File: config.mk
export PLATFORM = sky130hd
export DESIGN_NAME = mov_branch_unit_flat
export DESIGN_NICKNAME = d
export VERILOG_FILES = /design/src/rtl/mov_branch_unit_if.sv /design/src/rtl/mov_branch_unit.sv /design/src/flat_wrapper.sv
export SDC_FILE = /design/constraint.sdc
export NUM_CORES = 1
export LEC_CHECK = 0
export BUFFER_PORTS_ARGS = -buffer_cell sky130_fd_sc_hd__buf_2
export CELL_PAD_IN_SITES_DETAIL_PLACEMENT = 1
export CELL_PAD_IN_SITES_GLOBAL_PLACEMENT = 1
export CORE_MARGIN = 2
export CORE_UTILIZATION = 38
export CTS_CLUSTER_SIZE = 14
export DETAILED_ROUTE_END_ITERATION = 8
export HOLD_SLACK_MARGIN = 0.02
export PLACE_DENSITY = 0.93
export SYNTH_ARGS = -nofsm -noshare
export SYNTH_HDL_FRONTEND = slang
export SYNTH_SLANG_ARGS = --single-unit
export TNS_END_PERCENT = 10
File: constraint.sdc
create_clock -name clk -period 4.6 [get_ports clk]
set_clock_uncertainty 0.2 [all_clocks]
set_input_delay 0.92 -clock clk [delete_from_list [all_inputs] [get_ports clk]]
set_output_delay 0.92 -clock clk [all_outputs]
set_load 0.01 [all_outputs]
File: src/rtl/mov_branch_unit_if.sv
// rtl/mov_branch_unit_if.sv - decode-side bus of the mov/branch unit
// Purpose: groups instruction, flag, pc, pin and register-file write signals.
// Modports:
//   slave  - the mov_branch_unit itself (takes instruction, drives pc/write port/pins)
//   master - the decode/register-file side (drives instruction, observes results)
interface mov_branch_unit_if #(
  parameter int DATA_W     = 8,
  parameter int REG_ADDR_W = 2
);
  logic                    enable;
  logic [2*REG_ADDR_W-1:0] addrs;
  logic [DATA_W-1:0]       src_data;
  logic [DATA_W-1:0]       offset;
  logic                    carry_flag;
  logic                    borrow_flag;
  logic [DATA_W-1:0]       pc;
  logic                    wr_en;
  logic [REG_ADDR_W-1:0]   wr_addr;
  logic [DATA_W-1:0]       wr_data;
  logic                    branch_taken;
  logic                    out_sel;
  logic [DATA_W-1:0]       pins_out;

  modport slave (
    input  enable, addrs, src_data, offset, carry_flag, borrow_flag,
    output pc, wr_en, wr_addr, wr_data, branch_taken, out_sel, pins_out
  );

  modport master (
    output enable, addrs, src_data, offset, carry_flag, borrow_flag,
    input  pc, wr_en, wr_addr, wr_data, branch_taken, out_sel, pins_out
  );
endinterface

File: src/rtl/mov_branch_unit.sv
// rtl/mov_branch_unit.sv - clocked register-move / branch / pin-toggle unit
// Purpose: executes one MOV, branch or out_sel toggle per enabled cycle and owns
//          the program counter, pin source select and a registered write port.
// Ports:
//   clk  - rising-edge clock
//   rst  - synchronous active-high reset
//   bus  - mov_branch_unit_if.slave (instruction/flags in; pc, write port,
//          branch pulse, out_sel and pins_out out)
// Configuration macro: MOVBR_LINK_EN - taken branches also write old pc + 1
//          into register 0 through the write port.
// Parameters must match those of the connected interface instance.
module mov_branch_unit #(
  parameter int DATA_W     = 8,
  parameter int REG_ADDR_W = 2
) (
  input  logic                 clk,
  input  logic                 rst,
  mov_branch_unit_if.slave     bus
);

  logic [DATA_W-1:0]     r_pc;
  logic                  r_wr_en;
  logic [REG_ADDR_W-1:0] r_wr_addr;
  logic [DATA_W-1:0]     r_wr_data;
  logic                  r_branch_taken;
  logic                  r_out_sel;

  logic [REG_ADDR_W-1:0] w_res_addr;
  logic [REG_ADDR_W-1:0] w_src_addr;
  logic                  w_is_mov;
  logic                  w_is_special;
  logic [1:0]            w_op;
  logic                  w_take;
  logic                  w_toggle;
  logic [DATA_W-1:0]     w_pc_inc;
  logic [DATA_W-1:0]     w_pc_br;

  assign w_res_addr = bus.addrs[2*REG_ADDR_W-1:REG_ADDR_W];
  assign w_src_addr = bus.addrs[REG_ADDR_W-1:0];
  assign w_is_mov   = (w_res_addr != w_src_addr);
  // Shifting out the two op bits keeps this legal when REG_ADDR_W == 2.
  assign w_is_special = !w_is_mov && ((w_src_addr >> 2) == '0);
  assign w_op         = w_src_addr[1:0];

  assign w_take   = w_is_special &&
                    ((w_op == 2'd0) ||
                     ((w_op == 2'd1) && bus.carry_flag) ||
                     ((w_op == 2'd2) && bus.borrow_flag));
  assign w_toggle = w_is_special && (w_op == 2'd3);

  // Natural wrap of the adders gives modulo-2^DATA_W, two's-complement offsets.
  assign w_pc_inc = r_pc + DATA_W'(1);
  assign w_pc_br  = r_pc + bus.offset;

  always_ff @(posedge clk) begin
    if (rst) begin
      r_pc           <= '0;
      r_wr_en        <= 1'b0;
      r_wr_addr      <= '0;
      r_wr_data      <= '0;
      r_branch_taken <= 1'b0;
      r_out_sel      <= 1'b0;
    end else begin
      r_wr_en        <= 1'b0;
      r_branch_taken <= 1'b0;
      if (bus.enable) begin
        if (w_is_mov) begin
          r_wr_en   <= 1'b1;
          r_wr_addr <= w_res_addr;
          r_wr_data <= bus.src_data;
          r_pc      <= w_pc_inc;
        end else if (w_take) begin
          r_pc           <= w_pc_br;
          r_branch_taken <= 1'b1;
`ifdef MOVBR_LINK_EN
          r_wr_en   <= 1'b1;
          r_wr_addr <= '0;
          r_wr_data <= w_pc_inc;
`endif
        end else begin
          // Untaken branch, toggle and NOP all just step the pc.
          r_pc <= w_pc_inc;
          if (w_toggle) begin
            r_out_sel <= ~r_out_sel;
          end
        end
      end
    end
  end

  assign bus.pc           = r_pc;
  assign bus.wr_en        = r_wr_en;
  assign bus.wr_addr      = r_wr_addr;
  assign bus.wr_data      = r_wr_data;
  assign bus.branch_taken = r_branch_taken;
  assign bus.out_sel      = r_out_sel;
  assign bus.pins_out     = r_out_sel ? r_pc : bus.offset;

endmodule

File: src/flat_wrapper.sv
// flat-port wrapper written by rule: the top's interface ports become plain ports
module mov_branch_unit_flat 
#(
  parameter int DATA_W     = 8,
  parameter int REG_ADDR_W = 2
)
  (clk, rst, bus_enable, bus_addrs, bus_src_data, bus_offset, bus_carry_flag, bus_borrow_flag, bus_pc, bus_wr_en, bus_wr_addr, bus_wr_data, bus_branch_taken, bus_out_sel, bus_pins_out);
  mov_branch_unit_if #(.DATA_W(DATA_W), .REG_ADDR_W(REG_ADDR_W)) bus_i ();
  input  logic clk;
  input  logic rst;
  input wire logic [$bits(bus_i.enable)-1:0] bus_enable;
  input wire logic [$bits(bus_i.addrs)-1:0] bus_addrs;
  input wire logic [$bits(bus_i.src_data)-1:0] bus_src_data;
  input wire logic [$bits(bus_i.offset)-1:0] bus_offset;
  input wire logic [$bits(bus_i.carry_flag)-1:0] bus_carry_flag;
  input wire logic [$bits(bus_i.borrow_flag)-1:0] bus_borrow_flag;
  output wire logic [$bits(bus_i.pc)-1:0] bus_pc;
  output wire logic [$bits(bus_i.wr_en)-1:0] bus_wr_en;
  output wire logic [$bits(bus_i.wr_addr)-1:0] bus_wr_addr;
  output wire logic [$bits(bus_i.wr_data)-1:0] bus_wr_data;
  output wire logic [$bits(bus_i.branch_taken)-1:0] bus_branch_taken;
  output wire logic [$bits(bus_i.out_sel)-1:0] bus_out_sel;
  output wire logic [$bits(bus_i.pins_out)-1:0] bus_pins_out;
  assign bus_i.enable = bus_enable;
  assign bus_i.addrs = bus_addrs;
  assign bus_i.src_data = bus_src_data;
  assign bus_i.offset = bus_offset;
  assign bus_i.carry_flag = bus_carry_flag;
  assign bus_i.borrow_flag = bus_borrow_flag;
  assign bus_pc = bus_i.pc;
  assign bus_wr_en = bus_i.wr_en;
  assign bus_wr_addr = bus_i.wr_addr;
  assign bus_wr_data = bus_i.wr_data;
  assign bus_branch_taken = bus_i.branch_taken;
  assign bus_out_sel = bus_i.out_sel;
  assign bus_pins_out = bus_i.pins_out;
  mov_branch_unit #(.DATA_W(DATA_W), .REG_ADDR_W(REG_ADDR_W)) u_core (.clk(clk), .rst(rst), .bus(bus_i));
endmodule
==> key figures, run 1 <==
Run status
  – Status: complete, no violations

Min path
  – WHS Endpoint: u_core.bus.wr_data[2]$_SDFFE_PP0P_
  – Hold crit path type: register to register
  – Hold Path Origin: u_core.bus.wr_data[2]$_SDFFE_PP0P_
  – Hold depth: 2

Place
  – PortBufs: 53
  – Post-DP HPWL: 2960 um
  – GP Congestion: 0.818

Clock network
  – Clock tree sinks: 21
  – Worst-skew pair later-pin latency: 270 ps
  – CTS root buf: clkbuf_8
  – CTS Hold Bufs: 0
  – CTS buffer count: 3
  – CTS tree: done
  – Bufs on Longest Clock Path: 2
  – H-tree depth: 1
  – Worst-path clk slew: 80 ps
  – Post-CTS Setup Bufs: 0
  – Resized cells post-CTS: 0

Global routing
  – Grt total ovfl: 0
  – First-pass GRT wire length: 6340 um
  – Initial antenna violation count: 0
  – Vias in the first global route: 1456
  – Largest net degree at the start of global routing: 19
  – Total GRT Usage: 18.9%

Floorplanning
  – Core area: 0.00361 mm^2
  – Die height: 64.9 um
  – Initial Util: 39.1%
  – Die W: 64.9 um
  – Top-Level Pins: 54
  – # rows: 22
  – Die area: 0.00421 mm^2

Critical path
  – CP Launch Type: primary input
  – Critical path class: primary input to register
  – Crit path max fanout: 3
  – Reg-to-reg critical path startpoint: u_core.bus.pc[0]$_SDFFE_PP0P_
  – Reg2Reg Depth: 8
  – Crit. End Element: register
  – Register-to-register setup slack: 2270 ps
  – Worst Path Required: 4540 ps
  – CP arrival: 2520 ps
  – Reg2reg end: u_core.bus.pc[6]$_SDFFE_PP0P_

Drt
  – Routed vias: 1417
  – Initial DRT Pass Iterations: 4
  – Starting DRT DRC Count: 44
  – Final WL: 3780 um
  – WL/cell: 14.5 um
  – Antenna-violating nets left: 0
  – Via/cell ratio: 5.43
  – # DRC: 0

STA
  – Final Slew Violations: 0
  – Slew @ Worst Pin: 586 ps
  – Tcrit/Tclk final: 56.1%
  – Minimum clock period: 2580 ps
  – Final setup viols: 0
  – RSZ-0062 raised after global routing: no
  – Hold Vio Cnt, Final: 0
  – Relative slew slack: 60.8%
  – Setup TNS: 0 ps
  – Max Fclk: 388 MHz

Logic synthesis
  – Sequential fraction of the synthesis area: 29.8%
  – Syn_area_per_cell: 8.60 um^2
  – Seq cells post-synth: 21
  – Count of cell types in the netlist: 43
  – Syn. warnings: 0
  – Post-Syn Instances: 164
  – Commonest register cell after synthesis: dfxtp_1
  – Post-Syn Area: 0.00141 mm^2
  – Number of synthesized flops with an enable pin: 0
  – Async SR Flop Fraction: 0%
  – Syn Nets: 198

Finish
  – Share of layout cells above drive strength 1: 32.4%
  – Area Overhead vs Synth: 23.8%
  – Most frequent cells in the layout: buf_2 (53), dfxtp_1 (21), nor2_1 (19), mux2i_1 (12), nand2_1 (10)
  – Area of the multi-input gates: 921 um^2
  – Antenna cell count: 0
  – Fillers: 448
  – Final Net Count: 248
  – Commonest non-fill, non-tap cell in the layout: buf_2
  – Final Util: 48.4%
  – Sequential cell area: 420 um^2

Pwr
  – Cell-internal power: 304 uW
  – Leak pwr: 0.808 nW
  – Switching power: 134 uW
  – Power Total: 438 uW
  – Max rail drop VDD: 0.0999 mV
  – Switching share of total power: 30.6%
  – Clock power share: 28.2%
  – Comb pwr share: 25.5%
  – Flop pwr share: 46.3%
  – Pwr dens: 251 mW/mm^2

Job
  – Max_cap viols: 0
synthesized netlist by cell type, types with 2 or more instances:
| cell type | number | area, um^2 |
|---|---|---|
| a211oi_1 | 5 | 37.5 |
| a21oi_1 | 8 | 40.0 |
| a31oi_1 | 7 | 43.8 |
| and2_1 | 2 | 12.5 |
| and3_1 | 2 | 12.5 |
| clkbuf_1 | 5 | 18.8 |
| dfxtp_1 | 21 | 420 |
| ha_1 | 8 | 100 |
| inv_1 | 8 | 30.0 |
| mux2_2 | 7 | 78.8 |
| mux2i_1 | 12 | 120 |
| nand2_1 | 10 | 37.5 |
| nand2b_1 | 2 | 12.5 |
| nand3_1 | 7 | 35.0 |
| nor2_1 | 19 | 71.3 |
| o211ai_1 | 2 | 15.0 |
| o21a_1 | 2 | 15.0 |
| o21ai_0 | 5 | 25.0 |
| o21ai_1 | 2 | 10.0 |
| o221ai_1 | 4 | 35.0 |
| xor2_1 | 4 | 35.0 |
logic make-up (layout without fill, tap and decap cells):
family                     count (synthesis)  in the layout  share of synthesized area, %
AOI/OAI and AO/OA                         45             45                          22.6
xor gates and xnor gates                   5              5                          3.11
adders and majority gates                  9              9                          8.52
buffers and inverters                     16             65                          4.88
DFF                                       21             21                          29.8
muxes                                     19             19                          14.1
and+or+nand+nor                           49             49                          16.9
routing by layer:
layer / wire, um / part of all wire, % / global-route usage (%) / vias to the layer above
met4: 46 / 1.2 / 6.12 / 0
met3: 224 / 5.9 / 3.13 / 5
met2: 1910 / 51 / 34.8 / 38
met1: 1600 / 42 / 21.9 / 676
li1: - / - / - / 698
met5: 0 / 0 / 0 / -
worst max path at each step:
| stage | slack (ps) | from | to | cells after the start |
|---|---|---|---|---|
| 4_1_cts | 2020 | u_core.bus.out_sel$_SDFFE_PP0P_ | bus_pins_out[4] | 2 |
| 3_3_place_gp | 1910 | bus_offset[0] | u_core.bus.pc[6]$_SDFFE_PP0P_ | 9 |
| 5_1_grt | 1930 | bus_offset[0] | u_core.bus.pc[6]$_SDFFE_PP0P_ | 9 |
| 3_5_place_dp | 1790 | bus_offset[0] | u_core.bus.pc[6]$_SDFFE_PP0P_ | 9 |
| 6_report | 2020 | bus_offset[0] | u_core.bus.pc[6]$_SDFFE_PP0P_ | 9 |
| 2_1_floorplan | 2090 | bus_offset[0] | u_core.bus.pc[6]$_SDFFE_PP0P_ | 8 |
state kept, by name, indices dropped and copies added (netlist names):
name	cells
u_core.bus.pc	8
u_core.bus.branch_taken	1
u_core.bus.wr_en	1
u_core.bus.out_sel	1
u_core.bus.wr_data	8
u_core.bus.wr_addr	2
layout make-up:
| class | count | share of cell area, % |
|---|---|---|
| Multi-Input combinational cell | 127 | 52.8 |
| Inverter | 8 | 1.72 |
| Clock inverter | 1 | 0.430 |
| Tap cell | 48 | 3.44 |
| Clock buffer | 3 | 2.37 |
| Timing Repair Buffer | 53 | 15.2 |
| Sequential cell | 21 | 24.1 |
power groups by stage:
stage	combinational, mW	sequential [mW]	clock [mW]
after detailed placement	0.112	0.207	0
final	0.112	0.203	0.123
after global routing	0.124	0.205	0.134
after global placement	0.109	0.206	0
after floorplan	0.0704	0.209	0
after CTS	0.113	0.203	0.129
worst max-delay path, cell delays in order:
cell and delay [ps]:
buf_2 90, ha_1 200, inv_1 80, fa_1 400, nor2b_1 190, o31a_1 190
mux2i_1 80, o2111ai_1 210, o221ai_1 140
per-stage QoR:
stage                     instances  hold WS [ps]  setup slack, ps  cell area (um^2)
after CTS                       261           301             2020              1750
final                           261           295             2020              1750
after detailed placement        257           281             1790              1700
after global placement          257           270             1910              1700
after global routing            261           319             1930              1750
after floorplan                 164           335             2090              1410
(Power assumes the default switching activity.)
==> inputs of run 2 (changes only) <==
- ABC_AREA: unset -> 1
- CORE_UTILIZATION: 38 -> 29
- PLACE_DENSITY: 0.93 -> 0.83
- clock period: 4.6 -> 2.32 ns (I/O delays scaled with it)
==> run 2 against run 1 <==
- register-to-register slack lost 2000 ps
- critical path depth decreased by 1
- clock-buffer cell count unchanged
- clock power is 99% higher
- sequential share of layout area decreased by 0.39 points
- largest cell class unchanged
- largest power group unchanged
==> key figures, run 2 <==
Floorplanning
  – Die height: 73.4 um (was 64.9 um)
  – Die area: 0.00539 mm^2 (was 0.00421 mm^2)
  – # rows: 25 (was 22)
  – Core area: 0.00469 mm^2 (was 0.00361 mm^2)
  – Die W: 73.4 um (was 64.9 um)
  – Initial Util: 29.8% (was 39.1%)
  – Top-Level Pins: 54 (unchanged)

Place
  – GP Congestion: 0.775 (was 0.818)
  – Placed cell count: 321 (was 257)
  – Post-DP HPWL: 3230 um (was 2960 um)
  – PortBufs: 53 (unchanged)

Clock network
  – H-tree depth: 1 (unchanged)
  – Post-CTS Setup Bufs: 0 (unchanged)
  – CTS tree: done (unchanged)
  – CTS root buf: clkbuf_8 (unchanged)
  – Bufs on Longest Clock Path: 2 (unchanged)
  – Resized cells post-CTS: 0 (unchanged)
  – Worst-skew pair later-pin latency: 260 ps (was 270 ps)
  – CTS Hold Bufs: 0 (unchanged)
  – CTS buffer count: 3 (unchanged)
  – Worst-path clk slew: 80 ps (about the same)
  – Clock tree sinks: 21 (unchanged)

Logic synthesis
  – Top-area cell type share of the netlist area: 30.1% (was 29.8%)
  – Post-Syn Area: 0.00140 mm^2 (was 0.00141 mm^2)
  – Syn. warnings: 0 (unchanged)
  – Count of cell types in the netlist: 24 (was 43)
  – Syn_area_per_cell: 6.47 um^2 (was 8.60 um^2)
  – Async SR Flop Fraction: 0% (unchanged)
  – Seq cells post-synth: 21 (unchanged)
  – Top-count cell post-synth: nand2_1 (was dfxtp_1)
  – Number of synthesized flops with an enable pin: 0 (unchanged)
  – Commonest register cell after synthesis: dfxtp_1 (unchanged)
  – Post-synth top area cell: dfxtp_1 (unchanged)
  – Sequential fraction of the synthesis area: 30.1% (was 29.8%)
  – Post-Syn Instances: 216 (was 164)
  – Syn Nets: 250 (was 198)
  – Synth cell count leaders: nand2_1 (52), inv_1 (28), o21ai_0 (24) (was dfxtp_1 (21), nor2_1 (19), mux2i_1 (12))
  – Top cells by area, synth: dfxtp_1 (30%), nand2_1 (14%), o21ai_0 (8.6%) (was dfxtp_1 (30%), mux2i_1 (8.5%), ha_1 (7.1%))

Drt
  – # DRC: 0 (unchanged)
  – Antenna-violating nets left: 0 (unchanged)
  – Starting DRT DRC Count: 43 (was 44)
  – Routed vias: 1556 (was 1417)
  – Initial DRT Pass Iterations: 4 (unchanged)
  – Via/cell ratio: 4.79 (was 5.43)
  – Final WL: 4030 um (was 3780 um)
  – WL/cell: 12.4 um (was 14.5 um)

Pwr
  – Pwr dens: 517 mW/mm^2 (was 251 mW/mm^2)
  – Switching power: 302 uW (was 134 uW)
  – Comb pwr share: 29.0% (was 25.5%)
  – Max rail drop VDD: 0.208 mV (was 0.0999 mV)
  – Cell-internal power: 615 uW (was 304 uW)
  – Leak pwr: 0.962 nW (was 0.808 nW)
  – Switching share of total power: 33.0% (was 30.6%)
  – Clock power share: 26.7% (was 28.2%)
  – Flop pwr share: 44.3% (was 46.3%)

Global routing
  – Initial antenna violation count: 0 (unchanged)
  – Largest net degree at the start of global routing: 17 (was 19)
  – First-pass GRT wire length: 6760 um (was 6340 um)
  – Vias in the first global route: 1510 (was 1456)
  – Total GRT Usage: 15.8% (was 18.9%)
  – Grt total ovfl: 0 (unchanged)

Critical path
  – Worst Path Required: 2320 ps (was 4540 ps)
  – Crit. End Element: register (unchanged)
  – CP arrival: 2010 ps (was 2520 ps)
  – Critical path class: register to register (was primary input to register)
  – CP startpoint: u_core.bus.pc[0]$_SDFFE_PP0P_ (was bus_offset[0])
  – CP Launch Type: register (was primary input)
  – Reg-to-reg critical path startpoint: u_core.bus.pc[0]$_SDFFE_PP0P_ (unchanged)
  – Register-to-register setup slack: 310 ps (was 2270 ps)
  – Crit path max fanout: 2 (was 3)

STA
  – Slew @ Worst Pin: 438 ps (was 586 ps)
  – Hold Vio Cnt, Final: 0 (unchanged)
  – RSZ-0062 raised after global routing: no (unchanged)
  – Relative slew slack: 70.8% (was 60.8%)
  – Max Fclk: 498 MHz
  – Final setup viols: 0 (unchanged)
  – Min Hold Slack: 242 ps (was 295 ps)
  – Final Slew Violations: 0 (unchanged)
  – Tcrit/Tclk final: 86.6%
  – Setup TNS: 0 ps (unchanged)
  – Minimum clock period: 2010 ps

Finish
  – Share of layout cells above drive strength 1: 25.5% (was 32.4%)
  – Non-Filler Instances: 325 (was 261)
  – Fillers: 647 (was 448)
  – Most frequent cells in the layout: buf_2 (53), nand2_1 (52), inv_1 (28), o21ai_0 (24), nor2_1 (23) (was buf_2 (53), dfxtp_1 (21), nor2_1 (19), mux2i_1 (12), nand2_1 (10))
  – Commonest non-fill, non-tap cell in the layout: buf_2 (unchanged)
  – Antenna cell count: 0 (unchanged)
  – Final Net Count: 306 (was 248)
  – Final Util: 37.8% (was 48.4%)
  – Area Overhead vs Synth: 26.9% (was 23.8%)

Run status
  – Status: complete, no violations (unchanged)

Min path
  – Hold crit path type: primary input to register (was register to register)
  – Hold Path Origin: bus_src_data[7] (was u_core.bus.wr_data[2]$_SDFFE_PP0P_)

Job
  – Max_cap viols: 0 (unchanged)
-- run 2: cell count changes in the layout (fill, tap and decap cells not counted), moves of 6 or more --
cell | before | now
a21oi_1 | 8 | 20
a31oi_1 | 7 | 1
inv_1 | 8 | 28
mux2_2 | 7 | 0
mux2i_1 | 12 | 0
nand2_1 | 10 | 52
o21ai_0 | 5 | 24
-- run 2: critical path, cell delays in order, from the launching register on --
cell and delay, ps:
dfxtp_1 350, ha_1 170, inv_1 50, fa_1 390, o21ai_0 300, nand2_1 130, nand3b_1 120, nand3_1 100
a21oi_1 130
-- run 2: power groups by stage --
stage | sequential (mW) | clock [mW] | combinational [mW]
2_1_floorplan | 0.429 | 0 | 0.151
3_3_place_gp | 0.414 | 0 | 0.260
3_5_place_dp | 0.415 | 0 | 0.269
4_1_cts | 0.407 | 0.252 | 0.271
5_1_grt | 0.410 | 0.265 | 0.305
6_report | 0.406 | 0.245 | 0.266
-- run 2: per-layer routing --
metal	part of all wire, %	wire (um)	GRT usage (%)
met5	0	0	0
met4	0.99	40	3.03
met3	1.9	78	1.65
met2	53	2130	29.4
met1	44	1780	19.8
-- run 2: cells by family after synthesis --
logic type               Yosys count  synth area share, %
XOR/XNOR                           9                 5.64
adder cells (fa/ha/maj)            9                 8.59
AND/OR/NAND/NOR                   94                 28.3
flip-flops                        21                 30.1
AO/OA/AOI/OAI                     47                 17.0
buffers and inverters             36                 10.4
-- run 2: stage by stage --
| step | power [mW] | cell area [um^2] | worst slack [ps] |
|---|---|---|---|
| 4_1_cts | 0.929 | 1770 | 281 |
| 3_5_place_dp | 0.684 | 1730 | 124 |
| 2_1_floorplan | 0.579 | 1400 | 383 |
| 3_3_place_gp | 0.674 | 1730 | 217 |
| 6_report | 0.917 | 1770 | 311 |
| 5_1_grt | 0.980 | 1770 | 172 |
-- run 2: area by class of cell --
class	instances	area (um^2)	share of cell area (%)
inverters	30	113	6.35
clock buffers	3	41.3	2.33
flip-flops and latches	21	420	23.7
multi-input cells	159	832	46.9
clock inverters	1	5.00	0.282
well taps	54	67.6	3.81
repair buffers	57	295	16.6
-- run 2: path summary, 6_finish.rpt --
check | end | depth (start not counted)
setup / recovery | u_core.bus.pc[6]$_SDFFE_PP0P_ | 8
hold / removal | u_core.bus.wr_data[7]$_SDFFE_PP0P_ | 3
setup reg to reg | u_core.bus.pc[6]$_SDFFE_PP0P_ | 8
hold reg to reg | u_core.bus.wr_data[7]$_SDFFE_PP0P_ | 2
